<file path="src/rtl/noc_input_port_if.sv">
//==============================================================================
// Module   : noc_input_port_if
// Brief    : Upstream, arbiter and crossbar signals of one NoC router input port.
// Revision : 1.0
//==============================================================================
`default_nettype none

interface noc_input_port_if #(
    parameter int DATA_W = 32,
    parameter int AW     = 3
);
    logic              in_valid;
    logic [DATA_W+2:0] in_flit;
    logic              in_ready;
    logic              grant;
    logic              req;
    logic [2:0]        flit_id;
    logic [11:0]       length;
    logic              out_valid;
    logic [DATA_W+2:0] out_flit;
    logic              out_ready;
    logic [AW:0]       count;
    logic              err;

    modport slave (
        input  in_valid, in_flit, grant, out_ready,
        output in_ready, req, flit_id, length, out_valid, out_flit, count, err
    );

    modport master (
        output in_valid, in_flit, grant, out_ready,
        input  in_ready, req, flit_id, length, out_valid, out_flit, count, err
    );
endinterface

`default_nettype wire

</file>
<file path="src/rtl/noc_input_port.sv">
//==============================================================================
// Module   : noc_input_port
// Brief    : Flit FIFO plus framing FSM that requests the arbiter and streams packets.
// Revision : 1.0
//==============================================================================
`default_nettype none

module noc_input_port #(
    parameter int DATA_W = 32,
    parameter int DEPTH  = 8,
    parameter int AW     = 3
) (
    input  wire logic        clk,
    input  wire logic        rst,
    noc_input_port_if.slave  p
);
    localparam logic [AW:0] FULL = (AW+1)'(DEPTH);

    typedef enum logic [1:0] {
        S_IDLE = 2'd0,
        S_REQ  = 2'd1,
        S_XFER = 2'd2
    } state_t;

    logic [DATA_W+2:0] mem_q [DEPTH];
    logic [AW-1:0]     wp_q, rp_q;
    logic [AW:0]       count_q, count_d;
    state_t            state_q;
    logic [11:0]       len_q;
    logic              err_q;

    logic [DATA_W+2:0] head;
    logic [2:0]        hid;
    logic              empty, push, pop, ov;

    assign head  = mem_q[rp_q];
    assign hid   = head[DATA_W+2:DATA_W];
    assign empty = (count_q == '0);
    assign push  = p.in_valid && (count_q != FULL);

    // Pops come from two places: framing drops in IDLE and crossbar transfers in XFER.
    always_comb begin
        pop = 1'b0;
        ov  = 1'b0;
        case (state_q)
            S_IDLE: pop = !empty && !hid[0];
            S_XFER: begin
                ov  = p.grant && !empty;
                pop = ov && p.out_ready;
            end
            default: ;
        endcase
    end

    always_comb begin
        count_d = count_q;
        case ({push, pop})
            2'b10:   count_d = count_q + 1'b1;
            2'b01:   count_d = count_q - 1'b1;
            default: ;
        endcase
    end

    always_ff @(posedge clk) begin
        if (push) begin
            mem_q[wp_q] <= p.in_flit;
        end
    end

    always_ff @(posedge clk) begin
        if (rst) begin
            wp_q    <= '0;
            rp_q    <= '0;
            count_q <= '0;
            state_q <= S_IDLE;
            len_q   <= '0;
            err_q   <= 1'b0;
        end else begin
            count_q <= count_d;
            err_q   <= 1'b0;
            if (push) wp_q <= wp_q + 1'b1;
            if (pop)  rp_q <= rp_q + 1'b1;
            case (state_q)
                S_IDLE: begin
                    if (!empty) begin
                        if (hid[0]) begin
                            len_q   <= head[11:0];
                            state_q <= S_REQ;
                        end else begin
                            err_q <= 1'b1;
                        end
                    end
                end
                S_REQ: begin
                    if (p.grant) state_q <= S_XFER;
                end
                S_XFER: begin
                    // A revoked grant parks in REQ so the packet resumes where it stopped.
                    if (pop && hid[2])  state_q <= S_IDLE;
                    else if (!p.grant)  state_q <= S_REQ;
                end
                default: state_q <= S_IDLE;
            endcase
        end
    end

    assign p.in_ready  = (count_q != FULL);
    assign p.req       = (state_q != S_IDLE);
    assign p.flit_id   = empty ? 3'b000 : hid;
    assign p.length    = len_q;
    assign p.out_valid = ov;
    assign p.out_flit  = head;
    assign p.count     = count_q;
    assign p.err       = err_q;
endmodule

`default_nettype wire

</file>
<file path="src/flat_wrapper.sv">
// flat-port wrapper written by rule: the top's interface ports become plain ports
module noc_input_port_flat 
#(
    parameter int DATA_W = 32,
    parameter int DEPTH  = 8,
    parameter int AW     = 3
)
  (clk, rst, p_in_valid, p_in_flit, p_grant, p_out_ready, p_in_ready, p_req, p_flit_id, p_length, p_out_valid, p_out_flit, p_count, p_err);
  noc_input_port_if #(.DATA_W(DATA_W), .AW(AW)) p_i ();
  input  wire logic clk;
  input  wire logic rst;
  input wire logic [$bits(p_i.in_valid)-1:0] p_in_valid;
  input wire logic [$bits(p_i.in_flit)-1:0] p_in_flit;
  input wire logic [$bits(p_i.grant)-1:0] p_grant;
  input wire logic [$bits(p_i.out_ready)-1:0] p_out_ready;
  output wire logic [$bits(p_i.in_ready)-1:0] p_in_ready;
  output wire logic [$bits(p_i.req)-1:0] p_req;
  output wire logic [$bits(p_i.flit_id)-1:0] p_flit_id;
  output wire logic [$bits(p_i.length)-1:0] p_length;
  output wire logic [$bits(p_i.out_valid)-1:0] p_out_valid;
  output wire logic [$bits(p_i.out_flit)-1:0] p_out_flit;
  output wire logic [$bits(p_i.count)-1:0] p_count;
  output wire logic [$bits(p_i.err)-1:0] p_err;
  assign p_i.in_valid = p_in_valid;
  assign p_i.in_flit = p_in_flit;
  assign p_i.grant = p_grant;
  assign p_i.out_ready = p_out_ready;
  assign p_in_ready = p_i.in_ready;
  assign p_req = p_i.req;
  assign p_flit_id = p_i.flit_id;
  assign p_length = p_i.length;
  assign p_out_valid = p_i.out_valid;
  assign p_out_flit = p_i.out_flit;
  assign p_count = p_i.count;
  assign p_err = p_i.err;
  noc_input_port #(.DATA_W(DATA_W), .DEPTH(DEPTH), .AW(AW)) u_core (.clk(clk), .rst(rst), .p(p_i));
endmodule
</file>
<file path="config.mk">
export PLATFORM = sky130hd
export DESIGN_NAME = noc_input_port_flat
export DESIGN_NICKNAME = d
export VERILOG_FILES = /design/src/rtl/noc_input_port_if.sv /design/src/rtl/noc_input_port.sv /design/src/flat_wrapper.sv
export SDC_FILE = /design/constraint.sdc
export NUM_CORES = 1
export LEC_CHECK = 0
export ABC_AREA = 1
export CELL_PAD_IN_SITES_DETAIL_PLACEMENT = 0
export CELL_PAD_IN_SITES_GLOBAL_PLACEMENT = 2
export CORE_MARGIN = 2
export CORE_UTILIZATION = 36
export CTS_CLUSTER_DIAMETER = 80
export CTS_CLUSTER_SIZE = 10
export DETAILED_ROUTE_END_ITERATION = 6
export PLACE_DENSITY_LB_ADDON = 0.1
export SYNTH_ARGS = -nofsm -noshare
export SYNTH_HDL_FRONTEND = slang
export SYNTH_SLANG_ARGS = --single-unit
</file>
<file path="constraint.sdc">
create_clock -name clk -period 3.15 [get_ports clk]
set_input_delay 0.945 -clock clk [delete_from_list [all_inputs] [get_ports clk]]
set_output_delay 0.945 -clock clk [all_outputs]
set_load 0.01 [all_outputs]
</file>
==> run metrics <==
final worst-path setup slack=roughly 0.12 ns; status=finished clean; power consumption=12.8 mW; synth cell count leaders=edfxtp_1 (280), nor2_1 (209), o21ai_0 (126), nand2_1 (78), o22ai_1 (46); GRT busiest layer=met2; CP max FO=24; Starting Density=0.364; WHS=between 0.4 and 0.5 ns; power per standard cell area=around 840 nW/um^2; initial DRC count=355; CTS tree=built; Post-DRT Antenna Nets=0; first-pass GRT wire length=45.4 mm; Skew-Pair Late Insertion Delay=0.51 ns; arrival time worst endpoint=about 2.1 ns; crit path capture type=output port; gpl congestion=between 0.7 and 0.8; clk sinks=~310; asr flop ratio synth=0; grt total ovfl=0; Post-route DRC=0; wire per inst=19.0 um; slew of the pin with the lowest slew margin=0.433 ns; top post-synthesis cells by area=edfxtp_1 (69%), nor2_1 (6.4%), o21ai_0 (5.2%); unrepaired setup endpoints after global routing=yes; YS warnings=0; clock skew=0.0105 ns; Top FF cell, synth=edfxtp_1; final WL=a little under 30 mm; TritonRoute pass-1 iters=5; met1 usage=0.226; Rows=67; share of cells above drive strength 1=0.120; Unique masters post-synth=31; Net count, final=between 1000 and 1500; Mapped Cells=around 1000; initial antenna violation count=2; Final min period=about 3 ns; CTS Buf Count=36; worst hold path type=reg2reg; most frequent cell after synthesis=edfxtp_1; pre-CTS WS=-0.0765 ns; core area=33400 um^2; post-synthesis sequential area ratio=0.736; GRT Total Usage=0.169; max-slew violation count=0; fmax=~330 MHz; EDFF count, synth=280; vias per cell=just under 5; Required @ worst endpoint=2.20 ns; Root Driver=clkbuf_16; clock slew at reported path FFs=0.06 ns; Avg Inst Size Synth=12.4 um^2; die span in x=approximately 190 um; largest net degree at the start of global routing=56; Max VDD drop=approximately 0.00037 V; Area growth syn-to-layout=24.9%; H-Tree Depth=2; die area=between 30000 and 40000 um^2; relative max-transition margin=0.711; #FFs+latches synth=~310; clock buffer depth=3; I/O pins=slightly below 100; hold_buf cts=0; Synth Cell Area=between 10000 and 15000 um^2; maxcap violations=0; IO buf count=slightly below 100; area leader, netlist=edfxtp_1; grt met3 use=0.0256; CP startpoint kind=flop; Setup Crit Path Kind=reg2out; number of failing setup endpoints in the final timing report=0; fin crit share=0.962; vias in the first global route=approximately 7600; Global Route met2 Usage=0.289; HPWL Detailed=~16 mm; hold path depth=2; Synth top area share=0.690; chip height=roughly 190 um; Worst R2R Path Depth=16; syn nets=a little over 1000; Hold Fails Final Rpt=0; leakage=5.35 nW; vias post-DR=approximately 7700
-- cell type report --
class                   count  area (um^2)
inverters                  38          160
clock inverters             3         21.3
diodes                      1         2.50
clock buffers              49          971
well taps                 448          561
fillers                  3046        18200
repair buffers            146         1700
flip-flops and latches    308         8970
multi-input cells         581         2830
-- final timing paths --
kind | start | to | slack, ns
max | flop | p_out_flit[0] | 0.12
min | u_core.p.length[3] | u_core.p.length[3] | 0.47
max reg2reg | flop | u_core.p.count[3] | 0.73
min reg2reg | u_core.p.length[3] | u_core.p.length[3] | 0.47
-- state kept, by name (all words and copies together), names as in the netlist, named ones only --
name and count:
u_core.state_q 2, u_core.mem_q 280, u_core.wp_q 3, u_core.p.err 1, u_core.rp_q 3, u_core.p.length 12
u_core.p.count 4
-- routing by layer --
layer | share of wire | wire, um
met3 | 0.033 | 996
met1 | 0.46 | 13700
met5 | 0.00040 | 12
met2 | 0.49 | 14700
met4 | 0.015 | 462
-- logic make-up (layout without fill, tap and decap cells) --
| group | count (synthesis) | after routing | synth area share |
|---|---|---|---|
| flops | 308 | 308 | 0.736 |
| other cells | 0 | 1 | 0 |
| xor+xnor | 3 | 3 | 0.00216 |
| buf+inv | 95 | 236 | 0.0372 |
| fa+ha+maj | 5 | 5 | 0.00514 |
| simple gates | 337 | 337 | 0.114 |
| compound gates | 236 | 236 | 0.106 |
-- repair_timing --
action | in CTS | in global routing
resized for setup | 47 | 28
endpoints found under the setup margin | 39 | 19
pin swaps | 1 | 3
setup buffers | 5 | 0
endpoints found under the hold margin | 0 | 0
cloned | 4 | 1
-- stage by stage --
| stage | TNS (ns) | std cells | instance area, um^2 | utilization |
|---|---|---|---|---|
| floorplan | -6.39 | 984 | 12200 | - |
| global placement | -0.0896 | 1511 | 14000 | 0.418 |
| detailed placement | -0.0765 | 1511 | 14000 | 0.418 |
| CTS | -1.08 | 1572 | 15200 | 0.454 |
| global route | -0.000476 | 1574 | 15200 | 0.455 |
| finish | 0 | 1574 | 15200 | 0.455 |
-- critical path: stages, from the launching register on --
cell           delay (ns)
dfxtp_4              0.35
buf_6                0.14
inv_12               0.13
buf_16               0.18
o21ai_0              0.10
o22ai_1              0.16
nand2_1              0.09
nand2_2              0.13
dlygate4sd2_1        0.28
-- cells in the final DEF (no fill, tap or decap), drive strengths merged --
cell type,netlist,layout
clkinv,0,1
inv,38,40
nor3,1,1
bufbuf,0,2
o22ai,46,46
clkdlybuf4s50,0,58
clkdlybuf4s15,0,4
nand4,1,1
xor2,2,2
and3,1,1
ha,5,5
dlymetal6s2s,0,6
dlygate4sd2,0,24
edfxtp,280,280
diode,0,1
nand3,29,29
nor2,210,210
buf,28,46
nand2,94,94
nand3b,1,1
a21oi,29,29
xnor2,1,1
a31oi,20,20
o21ai,141,141
clkbuf,29,55
dfxtp,28,28
-- power by group --
part	leakage [nW]	total, mW	internal (mW)	switching [mW]
clock network	0.481	3.63	2.13	1.50
logic	2.10	4.30	1.80	2.50
registers	2.77	4.85	4.73	0.117
total	5.35	12.8	8.66	4.11
No activity file was read; power rests on OpenSTA's default activity.
